$ cat src/rtl/core_hazard_unit.sv
// Hazard controller for the 5-stage Selen core: stage enables/kills, PC redirect, operand bypass.
// Define HAZ_PERF_CNT_EN to add saturating load-use / redirect / mem-stall event counters.
module core_hazard_unit #(
  parameter int unsigned REG_AW   = 5,
  parameter int unsigned NUM_SRC  = 2,
  parameter int unsigned LU_STALL = 1
) (
  input  logic                      clk,
  input  logic                      rst,
  input  logic [NUM_SRC*REG_AW-1:0] dec_rs_in,
  input  logic [NUM_SRC-1:0]        dec_rs_use_in,
  input  logic [NUM_SRC*REG_AW-1:0] exe_rs_in,
  input  logic [REG_AW-1:0]         exe_rd_in,
  input  logic                      exe_we_in,
  input  logic                      exe_is_load_in,
  input  logic                      exe_redirect_in,
  input  logic [REG_AW-1:0]         mem_rs2_in,
  input  logic [REG_AW-1:0]         mem_rd_in,
  input  logic                      mem_we_in,
  input  logic [REG_AW-1:0]         wb_rd_in,
  input  logic                      wb_we_in,
  input  logic                      if_stall_in,
  input  logic                      mem_stall_in,
  output logic [3:0]                haz_enb_out,
  output logic [3:0]                haz_kill_out,
  output logic                      haz_pc_sel_out,
  output logic [2*NUM_SRC-1:0]      haz_fwd_exe_out,
`ifdef HAZ_PERF_CNT_EN
  output logic [31:0]               haz_lu_cnt_out,
  output logic [31:0]               haz_redir_cnt_out,
  output logic [31:0]               haz_mstall_cnt_out,
`endif
  output logic                      haz_fwd_mem_out
);

  localparam logic [1:0] StRun  = 2'd0;
  localparam logic [1:0] StLu   = 2'd1;
  localparam logic [1:0] StPend = 2'd2;

  localparam logic [2:0] LuCntInit = 3'(LU_STALL - 1);

  logic [1:0] state_q, state_d;
  logic [2:0] lu_cnt_q, lu_cnt_d;
  logic       pend_redir_q, pend_redir_d;
  logic       lu_hit;

  // Load in EXE whose destination is read by the instruction sitting in DEC.
  always_comb begin
    lu_hit = 1'b0;
    if (exe_is_load_in && exe_we_in && (exe_rd_in != '0)) begin
      for (int unsigned i = 0; i < NUM_SRC; i++) begin
        if (dec_rs_use_in[i] && (dec_rs_in[i*REG_AW +: REG_AW] == exe_rd_in)) begin
          lu_hit = 1'b1;
        end
      end
    end
  end

  always_comb begin
    haz_fwd_exe_out = '0;
    haz_fwd_mem_out = 1'b0;
    if (!rst) begin
      for (int unsigned i = 0; i < NUM_SRC; i++) begin
        if (exe_rs_in[i*REG_AW +: REG_AW] != '0) begin
          // MEM holds the younger result, so it takes precedence over WB.
          if (mem_we_in && (mem_rd_in == exe_rs_in[i*REG_AW +: REG_AW])) begin
            haz_fwd_exe_out[2*i +: 2] = 2'b01;
          end else if (wb_we_in && (wb_rd_in == exe_rs_in[i*REG_AW +: REG_AW])) begin
            haz_fwd_exe_out[2*i +: 2] = 2'b10;
          end
        end
      end
      haz_fwd_mem_out = wb_we_in && (wb_rd_in == mem_rs2_in) && (mem_rs2_in != '0);
    end
  end

  always_comb begin
    haz_enb_out    = 4'b1111;
    haz_kill_out   = 4'b0000;
    haz_pc_sel_out = 1'b0;
    state_d        = state_q;
    lu_cnt_d       = lu_cnt_q;
    pend_redir_d   = pend_redir_q;

    if (rst) begin
      haz_enb_out  = 4'b0000;
      haz_kill_out = 4'b1111;
    end else if (mem_stall_in) begin
      haz_enb_out = 4'b0000;
      // A redirect resolved under a D-cache miss is remembered and applied on release.
      if ((state_q == StRun) && exe_redirect_in) begin
        pend_redir_d = 1'b1;
        state_d      = StPend;
      end
    end else if (pend_redir_q || exe_redirect_in) begin
      haz_pc_sel_out    = 1'b1;
      haz_kill_out[1:0] = 2'b11;
      pend_redir_d      = 1'b0;
      lu_cnt_d          = '0;
      state_d           = StRun;
    end else if ((state_q == StLu) || lu_hit) begin
      haz_enb_out[0]  = 1'b0;
      haz_kill_out[1] = 1'b1;
      if (state_q == StLu) begin
        lu_cnt_d = lu_cnt_q - 3'd1;
        if (lu_cnt_q <= 3'd1) begin
          state_d = StRun;
        end
      end else if (LU_STALL > 1) begin
        lu_cnt_d = LuCntInit;
        state_d  = StLu;
      end
    end else if (if_stall_in) begin
      haz_kill_out[0] = 1'b1;
    end
  end

  always_ff @(posedge clk) begin
    if (rst) begin
      state_q      <= StRun;
      lu_cnt_q     <= '0;
      pend_redir_q <= 1'b0;
    end else begin
      state_q      <= state_d;
      lu_cnt_q     <= lu_cnt_d;
      pend_redir_q <= pend_redir_d;
    end
  end

`ifdef HAZ_PERF_CNT_EN
  logic [31:0] perf_lu_q, perf_redir_q, perf_mstall_q;
  logic        lu_event;

  // kill[1] without a redirect is exactly a load-use bubble cycle.
  assign lu_event = haz_kill_out[1] && !haz_pc_sel_out;

  always_ff @(posedge clk) begin
    if (rst) begin
      perf_lu_q     <= '0;
      perf_redir_q  <= '0;
      perf_mstall_q <= '0;
    end else begin
      if (lu_event && (perf_lu_q != 32'hFFFF_FFFF)) begin
        perf_lu_q <= perf_lu_q + 32'd1;
      end
      if (haz_pc_sel_out && (perf_redir_q != 32'hFFFF_FFFF)) begin
        perf_redir_q <= perf_redir_q + 32'd1;
      end
      if (mem_stall_in && (perf_mstall_q != 32'hFFFF_FFFF)) begin
        perf_mstall_q <= perf_mstall_q + 32'd1;
      end
    end
  end

  assign haz_lu_cnt_out     = perf_lu_q;
  assign haz_redir_cnt_out  = perf_redir_q;
  assign haz_mstall_cnt_out = perf_mstall_q;
`endif

endmodule
$ cat config.mk
export PLATFORM = sky130hd
export DESIGN_NAME = core_hazard_unit
export DESIGN_NICKNAME = d
export VERILOG_FILES = /design/src/rtl/core_hazard_unit.sv
export SDC_FILE = /design/constraint.sdc
export NUM_CORES = 1
export LEC_CHECK = 0
export ABC_AREA = 1
export CORE_ASPECT_RATIO = 0.75
export CORE_MARGIN = 4
export CORE_UTILIZATION = 35
export DETAILED_ROUTE_END_ITERATION = 8
export HOLD_SLACK_MARGIN = 0.05
export PLACE_DENSITY = 0.81
export SLEW_MARGIN = 20
export SYNTH_ARGS = -nofsm -noshare
export SYNTH_HDL_FRONTEND = slang
export SYNTH_SLANG_ARGS = --single-unit
export TNS_END_PERCENT = 20
$ cat constraint.sdc
create_clock -name clk -period 1.3 [get_ports clk]
set_input_delay 0.26 -clock clk [delete_from_list [all_inputs] [get_ports clk]]
set_output_delay 0.26 -clock clk [all_outputs]
set_load 0.05 [all_outputs]
After elaboration in Yosys (flattened, before gate mapping)
Cells that the tools add are included.
{"block": "classes", "addsub": 1, "multipliers": 0, "n_div": 0, "n_lt_le_gt_ge": 1, "n_eq_ne": 9, "shift": 0, "muxes": 38, "bitwise": 1, "reduce_logical": 27}
{"cell": "5-bit == test", "n": 7}
{"cell": "2-bit 2-to-1 mux", "n": 16}
{"cell": "5-bit nonzero test", "n": 4}
{"cell": "1-bit 2-to-1 mux", "n": 16}
{"cell": "3-bit 2-to-1 mux", "n": 4}
{"cell": "1-bit logical AND", "n": 11}
{"cell": "3-bit nonzero test", "n": 3}
{"cell": "4-bit 2-to-1 mux", "n": 2}
{"cell": "2-bit nonzero test", "n": 3}
{"cell": "4-bit AND reduction", "n": 1}
{"cell": "3-bit by 1-bit less-or-equal comparator with 1-bit output, second input constant", "n": 1}
{"cell": "3-bit AND reduction", "n": 1}
{"cell": "3-bit by 1-bit subtractor with 3-bit output, second input constant", "n": 1}
{"cell": "2-bit by 1-bit == test with 1-bit output, second input constant", "n": 1}
{"cell": "2-bit logical NOT", "n": 1}
{"cell": "1-bit logical OR", "n": 2}
{"cell": "2-bit by 1-bit inequality test with 1-bit output, second input constant", "n": 1}
{"cell": "2-bit AND reduction", "n": 1}
{"cell": "1-bit NOT", "n": 1}
{"block": "totals", "reg_bits": 6, "latch_bits": 0, "ramBits": 0, "romBits": 0, "inputBits": 51, "out_inout_bits": 14, "elab_cells": 80, "mem_count": 0}

Longest topological paths before layout
Gate-level depths: netlist (run 1).
{"block": "depth", "word_depth": 10, "depth_mapped": 9, "depth_no_buf": 9}

Least setup slack after synthesis (run 1)
Ideal clock, no wire load.
{"block": "synth_timing", "path_type": "input port to output port", "startpoint": "input exe_rs_in[1]", "endpoint": "output haz_fwd_exe_out[0]", "arrival_ns": 1.656, "t_required_ns": 1.040, "path_slack_ns": -0.616, "stages": 4, "n_path_buf": 0, "cell_sequence": "xor2_1 -> a21oi_1 -> nand3_1 -> nor3_1"}
{"block": "synth_between", "elab_chain_len": 5, "word_cells_on_any_way": 6, "cone_classes": "eq/ne: 1; mux: 3; reduce/logical: 2"}
{"element": "start: declaration", "line_no": "12", "text": "input logic [NUM_SRC*REG_AW-1:0] exe_rs_in,"}
{"element": "5-bit == test", "line_no": "66", "text": "if (mem_we_in && (mem_rd_in == exe_rs_in[i*REG_AW +: REG_AW])) begin"}
{"element": "1-bit logical AND", "line_no": "66"}
{"element": "2-bit 2-to-1 mux", "line_no": "66"}
{"element": "2-bit 2-to-1 mux (*)", "line_no": "64", "text": "if (exe_rs_in[i*REG_AW +: REG_AW] != '0) begin"}
{"element": "4-bit 2-to-1 mux (*)", "line_no": "62", "text": "if (!rst) begin"}
{"element": "end: declaration", "line_no": "27", "text": "output logic [2*NUM_SRC-1:0] haz_fwd_exe_out,"}
Every way passes the cells marked *; elsewhere a longest branch is shown, timed or not.

Worst setup path in the final report (run 1)
{"block": "layout_timing", "startpoint": "input exe_rs_in[4]", "endpoint": "output haz_fwd_exe_out[1]"}
{"block": "layout_between", "elab_chain_len": 6, "word_cells_on_any_way": 9, "cone_classes": "eq/ne: 2; mux: 4; reduce/logical: 3"}
{"element": "5-bit == test", "line_no": "68", "text": "end else if (wb_we_in && (wb_rd_in == exe_rs_in[i*REG_AW +: REG_AW])) begin"}
{"element": "1-bit logical AND", "line_no": "68"}
{"element": "2-bit 2-to-1 mux", "line_no": "68"}
{"element": "2-bit 2-to-1 mux", "line_no": "66"}
{"element": "2-bit 2-to-1 mux (*)", "line_no": "64"}
{"element": "4-bit 2-to-1 mux (*)", "line_no": "62"}
Marks and branches as above.

==> qor.yml, run 1 <==
outcome:
  status: "finished with violations"
  violations: "negative setup slack"
power_and_ir_drop:
  pwr_density_cell_mw_per_mm2: 462
  p_leak_nw: 0.992
  ir_drop_v: 0.000427
  total_power_mw: 0.920
yosys:
  synth_cell_types: 24
  yosys_warnings: 0
  synth_seq_cells: 2
  synthArstFlopShare_pct: 0
  syn_inst: 170
  syn_nets: 221
  mappedNetlistArea_um2: 825
  ys_dominant_reg_cell: "dfxtp_1"
  avgSynthCellArea_um2: 4.85
  synth_edf_count: 0
  yosysSeqAreaShare_pct: 4.86
placement:
  dp_cells: 277
  port_buffers: 64
  routabilityCongestion: 0.919
  dp_hpwl_um: 3300
  dpl_cell_area_mm2: 0.00176
drt:
  ant_nets: 0
  drtIter0Drc: 217
  drc: 0
  finalWirelength_um: 5970
  avgRoutedWirePerCell_um: 20.8
  dr.pass1.iters: 6
  via_count: 1677
  via_per_inst: 5.84
setup_path:
  crit_slowest_cell: "nor3_1"
  cp_data_required_time_ns: 1.04
  cp_data_arrival_time_ns: 1.36
  critical_path_buf_inv_count: 3
  critical_path.top_delay_family: "simple AND/OR/NAND/NOR gates"
  critPathKind: "input pin to output pin"
  cp_common_cell: "nand3_1"
  critPathLaunchType: "input pin"
  cp_max_fo: 3
  endpoint_kind: "output pin"
  cp_slowest_stage_delay_ns: 0.36
  cp_num_cells: 8
  worst-r2r-cell-count: 6
  crit_chain: "buf_2, inv_2, nand3_1, nor3_1, nor2_1, nand3_1, nor2_2, buf_12"
finish:
  antenna_cells: 0
  drive_above_1_share_pct: 65.9
  area_growth_pct: 142
  design_area_mm2: 0.00199
  fin_cells: 287
  layout.nets: 308
  layout_commonest_cell: "nand2_1"
  final_cell_mix: "26 x nand2_1, 25 x inv_2, 24 x buf_6"
clocking:
  ctsRootBufferMaster: "clkbuf_4"
  cts_tree: "yes"
  cts_buffers: 3
  cts_buffer_depth: 2
  hold_buffers: 0
  cts.htree.levels: 1
  clock_latency_ns: 0.23
  cts.clk_slew.worst_paths_ns: 0.03
  clock-sinks: 2
global_route:
  first_global_vias: 1496
  overflow: 0
  grt_max_degree: 8
  antenna_found_initial: 0
  globalRouteTotalUtil_pct: 29.1
  grt_pass1_wl_um: 7200
timing:
  relSlewSlack_pct: 71.2
  finalMaxSlewViolations: 0
  post-route-min-period_ns: 1.62
  tightest_slew_ns: 0.428
  skew_ns: 0.00108
  fin_ws_ns: -0.323
  rsz0062_at_grt: "true"
  hold_viol_final: 0
  period_share_pct: 125
  finalSetupViolCount: 12
  fmax_mhz: 616
  fin_tns_setup_ns: -2.11
flow_run:
  max_cap_violations: 0
hold_path:
  hold_depth: 3
  hold_path_class: "input pin to flop"
floorplanning:
  start_util_pct: 38.9
  design.core.area_mm2: 0.00212
  die_x_um: 64.0
  dieArea_mm2: 0.00320
  rows: 14
  die_y_um: 50.0
  io_pins: 65
-- flip-flops by register name, indices dropped and copies added, names as in the netlist --
name,cells
pend_redir_q,1
state_q,1
-- metal layers --
| metal | track usage, % | vias to the layer above | part of all wire, % |
|---|---|---|---|
| met1 | 33.7 | 740 | 34 |
| met4 | 14.3 | 0 | 9.2 |
| li1 | - | 694 | - |
| met2 | 51.6 | 173 | 45 |
| met3 | 4.32 | 70 | 12 |
| met5 | 0 | - | 0 |
-- path summary, 6_finish.rpt --
kind,start,to,slack (ns)
min reg2reg,state_q[1],pend_redir_q,0.52
max,exe_rs_in[4],haz_fwd_exe_out[1],-0.32
min,exe_redirect_in,state_q[1],0.50
max reg2reg,pend_redir_q,pend_redir_q,0.25
-- Yosys cell counts (2+ instances only) --
cell / count / area, um^2
xor2_1: 4 / 35.0
clkinv_1: 2 / 7.51
inv_2: 11 / 41.3
nor3_1: 5 / 25.0
a21oi_1: 8 / 40.0
nor2_2: 4 / 25.0
nand3_1: 11 / 55.1
nor2_1: 24 / 90.1
o21ai_0: 3 / 15.0
nand2_1: 47 / 176
xnor2_1: 3 / 26.3
dfxtp_1: 2 / 40.0
nand2_2: 2 / 12.5
o22ai_1: 5 / 31.3
o21ai_1: 2 / 10.0
buf_4: 4 / 30.0
inv_1: 26 / 97.6
-- timing repair --
action | in CTS | in global routing
setup endpoints to repair | 14 | 12
pin swaps | 52 | 37
endpoints found under the hold margin | 0 | 0
resized for setup | 225 | 61
buffers inserted | 6 | 1
cloned | 0 | 0
-- cell type report --
type | instances | area [um^2]
clock buffers | 3 | 22.5
fillers | 69 | 126
flip-flops and latches | 2 | 41.3
inverters | 39 | 168
repair buffers | 86 | 917
multi-input cells | 125 | 805
well taps | 32 | 40.0
-- stage by stage --
stage          util [%]  hold WS [ns]  setup slack, ns
3_5_place_dp       83.2         0.432           -0.625
5_1_grt            94.0         0.528           -0.589
3_3_place_gp       83.2         0.417           -0.599
4_1_cts            85.0         0.425           -0.162
6_report           94.0         0.504           -0.323
2_1_floorplan         -         0.389           -0.133
-- where the power goes --
group          internal (mW)  leakage (nW)  total [mW]  switching (mW)
Combinational          0.322         0.961       0.704           0.382
Clock                  0.103        0.0138       0.147          0.0444
Sequential            0.0659        0.0169      0.0695         0.00357
-- tightest hold or removal path: cells and delay by family --
family	cells	cell delay [ns]
and+or+nand+nor	2	0.16
buffers and inverters	1	0.27
-- kinds of logic (layout without fill, tap and decap cells) --
kind of cell	count (synthesis)	count (layout)	share of synthesized area [%]
AO/OA/AOI/OAI	22	22	17.0
XOR/XNOR	7	7	7.44
buffers and inverters	43	128	21.4
AND/OR/NAND/NOR	96	96	49.3
flip-flops	2	2	4.86
No activity file was read; power rests on OpenSTA's default activity.
==> run 2: changes to the inputs <==
- CORE_ASPECT_RATIO: 0.75 -> default
- SKIP_LAST_GASP: default -> 1
==> run 2 against run 1 <==
Net effect: the flow still finishes with violations (negative setup slack); via count shrank 14%; routed wire length shrank 30%; clock-buffer cell count is the same; non-clock buffer count shrank 2; critical endpoint is now haz_kill_out[0]; largest cell class unchanged.
==> qor.yml, run 2 (synthesis results as in run 1) <==
outcome:
  status: "finished with violations"
  violations: "negative setup slack"
clocking:
  cts.clk_slew.worst_paths_ns: 0.03
  clock_latency_ns: 0.22
  ctsRootBufferMaster: "clkbuf_4"
  clock-sinks: 2
  cts_buffers: 3
  hold_buffers: 0
  cts.htree.levels: 1
  cts_tree: "yes"
  cts_buffer_depth: 2
setup_path:
  setup.worst_path.start: "exe_rd_in[2]"
  critical_path.top_delay_family: "simple AND/OR/NAND/NOR gates"
  cp_max_fo: 4
  crit_chain: "buf_8, inv_4, buf_4, nand4_1, nand3_1, inv_2, nand3_2, nand2_2, nand2_2, buf_12"
  critical_path_buf_inv_count: 5
  endpoint_kind: "output pin"
  rrSetupSlack_ns: -0.02
  cp_slowest_stage_delay_ns: 0.15
  rr_endpoint: "pend_redir_q"
  critPathKind: "input pin to output pin"
  cp_common_cell: "nand2_2"
  critPathLaunchType: "input pin"
  worst-r2r-cell-count: 9
  cp_data_required_time_ns: 1.04
  crit_slowest_cell: "buf_12"
  r2r-start: "pend_redir_q"
  cp_data_arrival_time_ns: 1.23
timing:
  fmax_mhz: 673
  post-route-min-period_ns: 1.49
  finalSetupViolCount: 10
  hold_viol_final: 0
  relSlewSlack_pct: 86.4
  skew_ns: 0.00339
  tightest_slew_ns: 0.202
  finalMaxSlewViolations: 0
  period_share_pct: 114
  fin_ws_ns: -0.186
  fin_tns_setup_ns: -1.09
  rsz0062_at_grt: "true"
placement:
  port_buffers: 64
  place_ws_ns: -0.586
  dp_cells: 270
  routabilityCongestion: 0.900
  dp_hpwl_um: 2960
finish:
  layout_commonest_cell: "nand2_1"
  final_cell_mix: "28 x nand2_1, 23 x buf_4, 20 x inv_2"
  fill_cells: 115
  drive_above_1_share_pct: 60.1
  top_regs: "pend_redir_q: 1 flops, state_q: 1 flops"
  fin_cells: 281
  antenna_cells: 0
  layout.nets: 306
  area_growth_pct: 133
power_and_ir_drop:
  p_leak_nw: 0.991
  clkPwrFrac_pct: 16.0
  p_int_mw: 0.472
  p_switching_mw: 0.360
  total_power_mw: 0.832
  power_frac_seq_pct: 8.3
  pwr_density_cell_mw_per_mm2: 433
  power_frac_comb_pct: 75.7
  ir_drop_v: 0.000590
  p_sw_share_pct: 43.3
global_route:
  first_global_vias: 1435
  grt_max_degree: 8
  grt_pass1_wl_um: 6180
  globalRouteTotalUtil_pct: 24.0
  antenna_found_initial: 0
  overflow: 0
hold_path:
  hold_depth: 1
  holdPathEnd: "pend_redir_q"
  hold_path_class: "flop to flop"
  hp-start: "state_q[1]"
drt:
  dr.pass1.iters: 4
  via_per_inst: 5.12
  drc: 0
  finalWirelength_um: 4190
  avgRoutedWirePerCell_um: 14.9
  via_count: 1440
  drtIter0Drc: 64
  ant_nets: 0
floorplanning:
  design.core.area_mm2: 0.00223
  io_pins: 65
  start_util_pct: 36.9
  die_x_um: 56.5
  dieArea_mm2: 0.00320
  rows: 17
  die_y_um: 56.5
flow_run:
  max_cap_violations: 0
run 2: cell types whose count changed in the layout (fill, tap and decap cells not counted), moves of 2 or more:
cell and delta:
nor2_4 -2, inv_2 -5, nand3_1 +4, nor3_1 -2, inv_1 +6, buf_2 +2
buf_4 +4, nand2_2 -4, clkdlybuf4s15_2 +2, nand3_2 -4, nand2_4 +2, nor2_1 +3
buf_6 -10, nand2_1 +2
run 2: worst max-delay path by stage:
stage	endpoint	slack (ns)	cells past startpoint
after floorplan	haz_enb_out[0]	-0.13	3
after global placement	haz_kill_out[1]	-0.56	10
after detailed placement	haz_kill_out[1]	-0.59	10
after CTS	haz_kill_out[1]	-0.13	10
after global routing	haz_kill_out[0]	-0.26	11
final	haz_kill_out[0]	-0.19	10
run 2: worst reg2reg max path, stage by stage, from the launching register on:
cell and delay (ns):
dfxtp_2 0.32, nor2_4 0.13, inv_2 0.06, buf_4 0.12
buf_4 0.12, buf_4 0.12, buf_4 0.12, buf_4 0.12
nand3_1 0.05, a21oi_1 0.04
run 2: area by class of cell:
cell class	instances	area (um^2)	area share, %
multi-input cells	125	786	40.9
clock buffers	3	22.5	1.17
well taps	28	35.0	1.82
repair buffers	84	876	45.6
inverters	39	161	8.40
flip-flops and latches	2	41.3	2.15
run 2: power by group through the flow:
stage	Sequential [mW]	Combinational, mW	Clock [mW]
after floorplan	0.0680	0.232	0
after global placement	0.0682	0.543	0
after detailed placement	0.0687	0.555	0
after CTS	0.0689	0.572	0.139
after global routing	0.0694	0.672	0.149
final	0.0691	0.630	0.133
run 2: timing repair:
| item | 4_1_cts | 5_1_grt |
|---|---|---|
| resized for setup | 227 | 37 |
| pin swaps | 50 | 29 |
| buffers inserted | 8 | 0 |
| endpoints found under the setup margin | 14 | 13 |
run 2: through the flow:
| stage | hold slack [ns] | util (%) | instance area (um^2) |
|---|---|---|---|
| after floorplan | 0.389 | - | 860 |
| after global placement | 0.418 | 77.7 | 1740 |
| after detailed placement | 0.442 | 77.7 | 1740 |
| after CTS | 0.436 | 81.0 | 1810 |
| after global routing | 0.480 | 86.1 | 1920 |
| final | 0.449 | 86.1 | 1920 |
run 2: routing by layer:
metal / part of all wire (%) / wire length [um] / track usage [%]
met1: 37 / 1540 / 27.2
met3: 5.5 / 231 / 2.76
met4: 2.9 / 121 / 8.81
met2: 55 / 2300 / 45.0
met5: 0 / 0 / 0
==> run 3: changes to the inputs <==
- GPL_TIMING_DRIVEN: default -> 0
- SETUP_SLACK_MARGIN: default -> 0.5
==> run 3 against run 2 <==
Net effect: the run still ends with negative setup slack left; non-clock buffer count shrank 7; clock-buffer cell count is the same; global-route usage shrank 1.6 points; utilization shrank 6.2 points; total power shrank 5.2%; cell area shrank 7.2%; setup slack gained 0.019 ns; flip-flop and latch count is the same; worst hold slack lost 0.0051 ns; critical endpoint is now haz_enb_out[0].
==> qor.yml, run 3 (synthesis results as in run 1) <==
outcome:
  status: "finished with violations"
  violations: "negative setup slack"
floorplanning:
  io_pins: 65
  rows: 17
  design.core.area_mm2: 0.00223
  die_x_um: 56.5
  start_util_pct: 36.9
  dieArea_mm2: 0.00320
  die_y_um: 56.5
global_route:
  grt_pass1_wl_um: 5830
  grt_max_degree: 9
  overflow: 0
  globalRouteTotalUtil_pct: 22.4
  first_global_vias: 1346
  antenna_found_initial: 0
power_and_ir_drop:
  ir_drop_v: 0.000461
  power_frac_comb_pct: 73.0
  p_leak_nw: 0.909
  pwr_density_cell_mw_per_mm2: 442
  p_sw_share_pct: 46.1
  p_int_mw: 0.425
  clkPwrFrac_pct: 18.3
  p_switching_mw: 0.363
  power_frac_seq_pct: 8.8
setup_path:
  critPathLaunchType: "flop"
  cp_data_required_time_ns: 1.04
  endpoint_kind: "output pin"
  worst-r2r-cell-count: 6
  cp_max_fo: 3
  critPathKind: "flop to output pin"
  cp_data_arrival_time_ns: 1.21
timing:
  relSlewSlack_pct: 65.6
  finalSetupViolCount: 12
  rsz0062_at_grt: "true"
  skew_ns: 0.00782
  finalMaxSlewViolations: 0
  period_share_pct: 113
  fmax_mhz: 682
  post-route-min-period_ns: 1.47
  hold_viol_final: 0
  tightest_slew_ns: 0.517
  fin_ws_ns: -0.167
drt:
  ant_nets: 0
  drtIter0Drc: 69
  avgRoutedWirePerCell_um: 14.2
  via_per_inst: 5.08
  dr.pass1.iters: 5
  drc: 0
  finalWirelength_um: 3880
  via_count: 1392
clocking:
  ctsRootBufferMaster: "clkbuf_4"
  cts_buffer_depth: 2
  clock_latency_ns: 0.23
  cts_tree: "yes"
  cts_buffers: 3
  cts.clk_slew.worst_paths_ns: 0.04
  cts.htree.levels: 1
  hold_buffers: 0
  clock-sinks: 2
finish:
  multi_input_area_um2: 831
  layout.nets: 299
  seqCellArea_um2: 41.3
  fin_cells: 274
  layout_commonest_cell: "nand2_1"
  final_cell_mix: "36 x nand2_1, 23 x inv_2, 22 x buf_4"
  drive_above_1_share_pct: 60.6
  fin_util_pct: 79.8
  fill_cells: 180
  top_regs: "pend_redir_q: 1 flops, state_q: 1 flops"
  antenna_cells: 0
  area_growth_pct: 116
placement:
  place_ws_ns: -1.44
  routabilityCongestion: 0.889
  dp_hpwl_um: 2740
  port_buffers: 64
  dp_cells: 262
hold_path:
  hold_depth: 5
  hold_path_class: "input pin to flop"
flow_run:
  max_cap_violations: 0
==> run 3: final timing paths <==
kind                startpoint             end  slack [ns]
setup / recovery  pend_redir_q  haz_enb_out[0]       -0.17
hold / removal             rst      state_q[1]        0.44
setup reg to reg  pend_redir_q      state_q[1]        0.29
hold reg to reg   pend_redir_q    pend_redir_q        0.46
==> run 3: timing repair <==
action,4_1_cts,5_1_grt
endpoints found under the setup margin,16,16
pin swaps,54,25
setup buffers,4,5
resized for setup,321,38
==> run 3: power by group through the flow <==
stage / registers, mW / logic, mW / clock network [mW]
global route: 0.0691 / 0.617 / 0.160
floorplan: 0.0680 / 0.238 / 0
detailed placement: 0.0685 / 0.495 / 0
CTS: 0.0679 / 0.514 / 0.153
finish: 0.0691 / 0.575 / 0.144
global placement: 0.0681 / 0.486 / 0
==> run 3: final cells by class <==
type	count	share of cell area (%)
multi-input combinational	125	46.6
clock buffer	3	1.26
timing repair buffer	73	36.6
buffer	4	1.68
tap	28	1.96
sequential	2	2.32
inverter	39	9.61
==> run 3: worst max-delay path, cell delays in order, from the launching register on <==
cell,delay (ns)
dfxtp_2,0.32
nor2_4,0.15
buf_4,0.13
nand3_2,0.07
nand2_1,0.08
inv_1,0.05
buf_4,0.18
==> run 3: metrics by stage <==
stage               TNS (ns)  instance area, um^2  power (mW)  hold WS [ns]
floorplan            -0.0560                  887       0.306         0.389
global placement      -16.26                 1560       0.554         0.418
detailed placement    -16.32                 1560       0.563         0.431
CTS                    -1.28                 1670       0.735         0.407
global route           -2.25                 1780       0.847         0.444
finish                 -1.52                 1780       0.789         0.444
==> run 3: layer usage <==
layer / vias up / track usage (%) / routed length (um)
met2: 52 / 42.4 / 2200
met5: - / 0 / 0
met1: 657 / 25.2 / 1460
met3: 6 / 2.99 / 182
li1: 677 / - / -
met4: 0 / 7.46 / 46
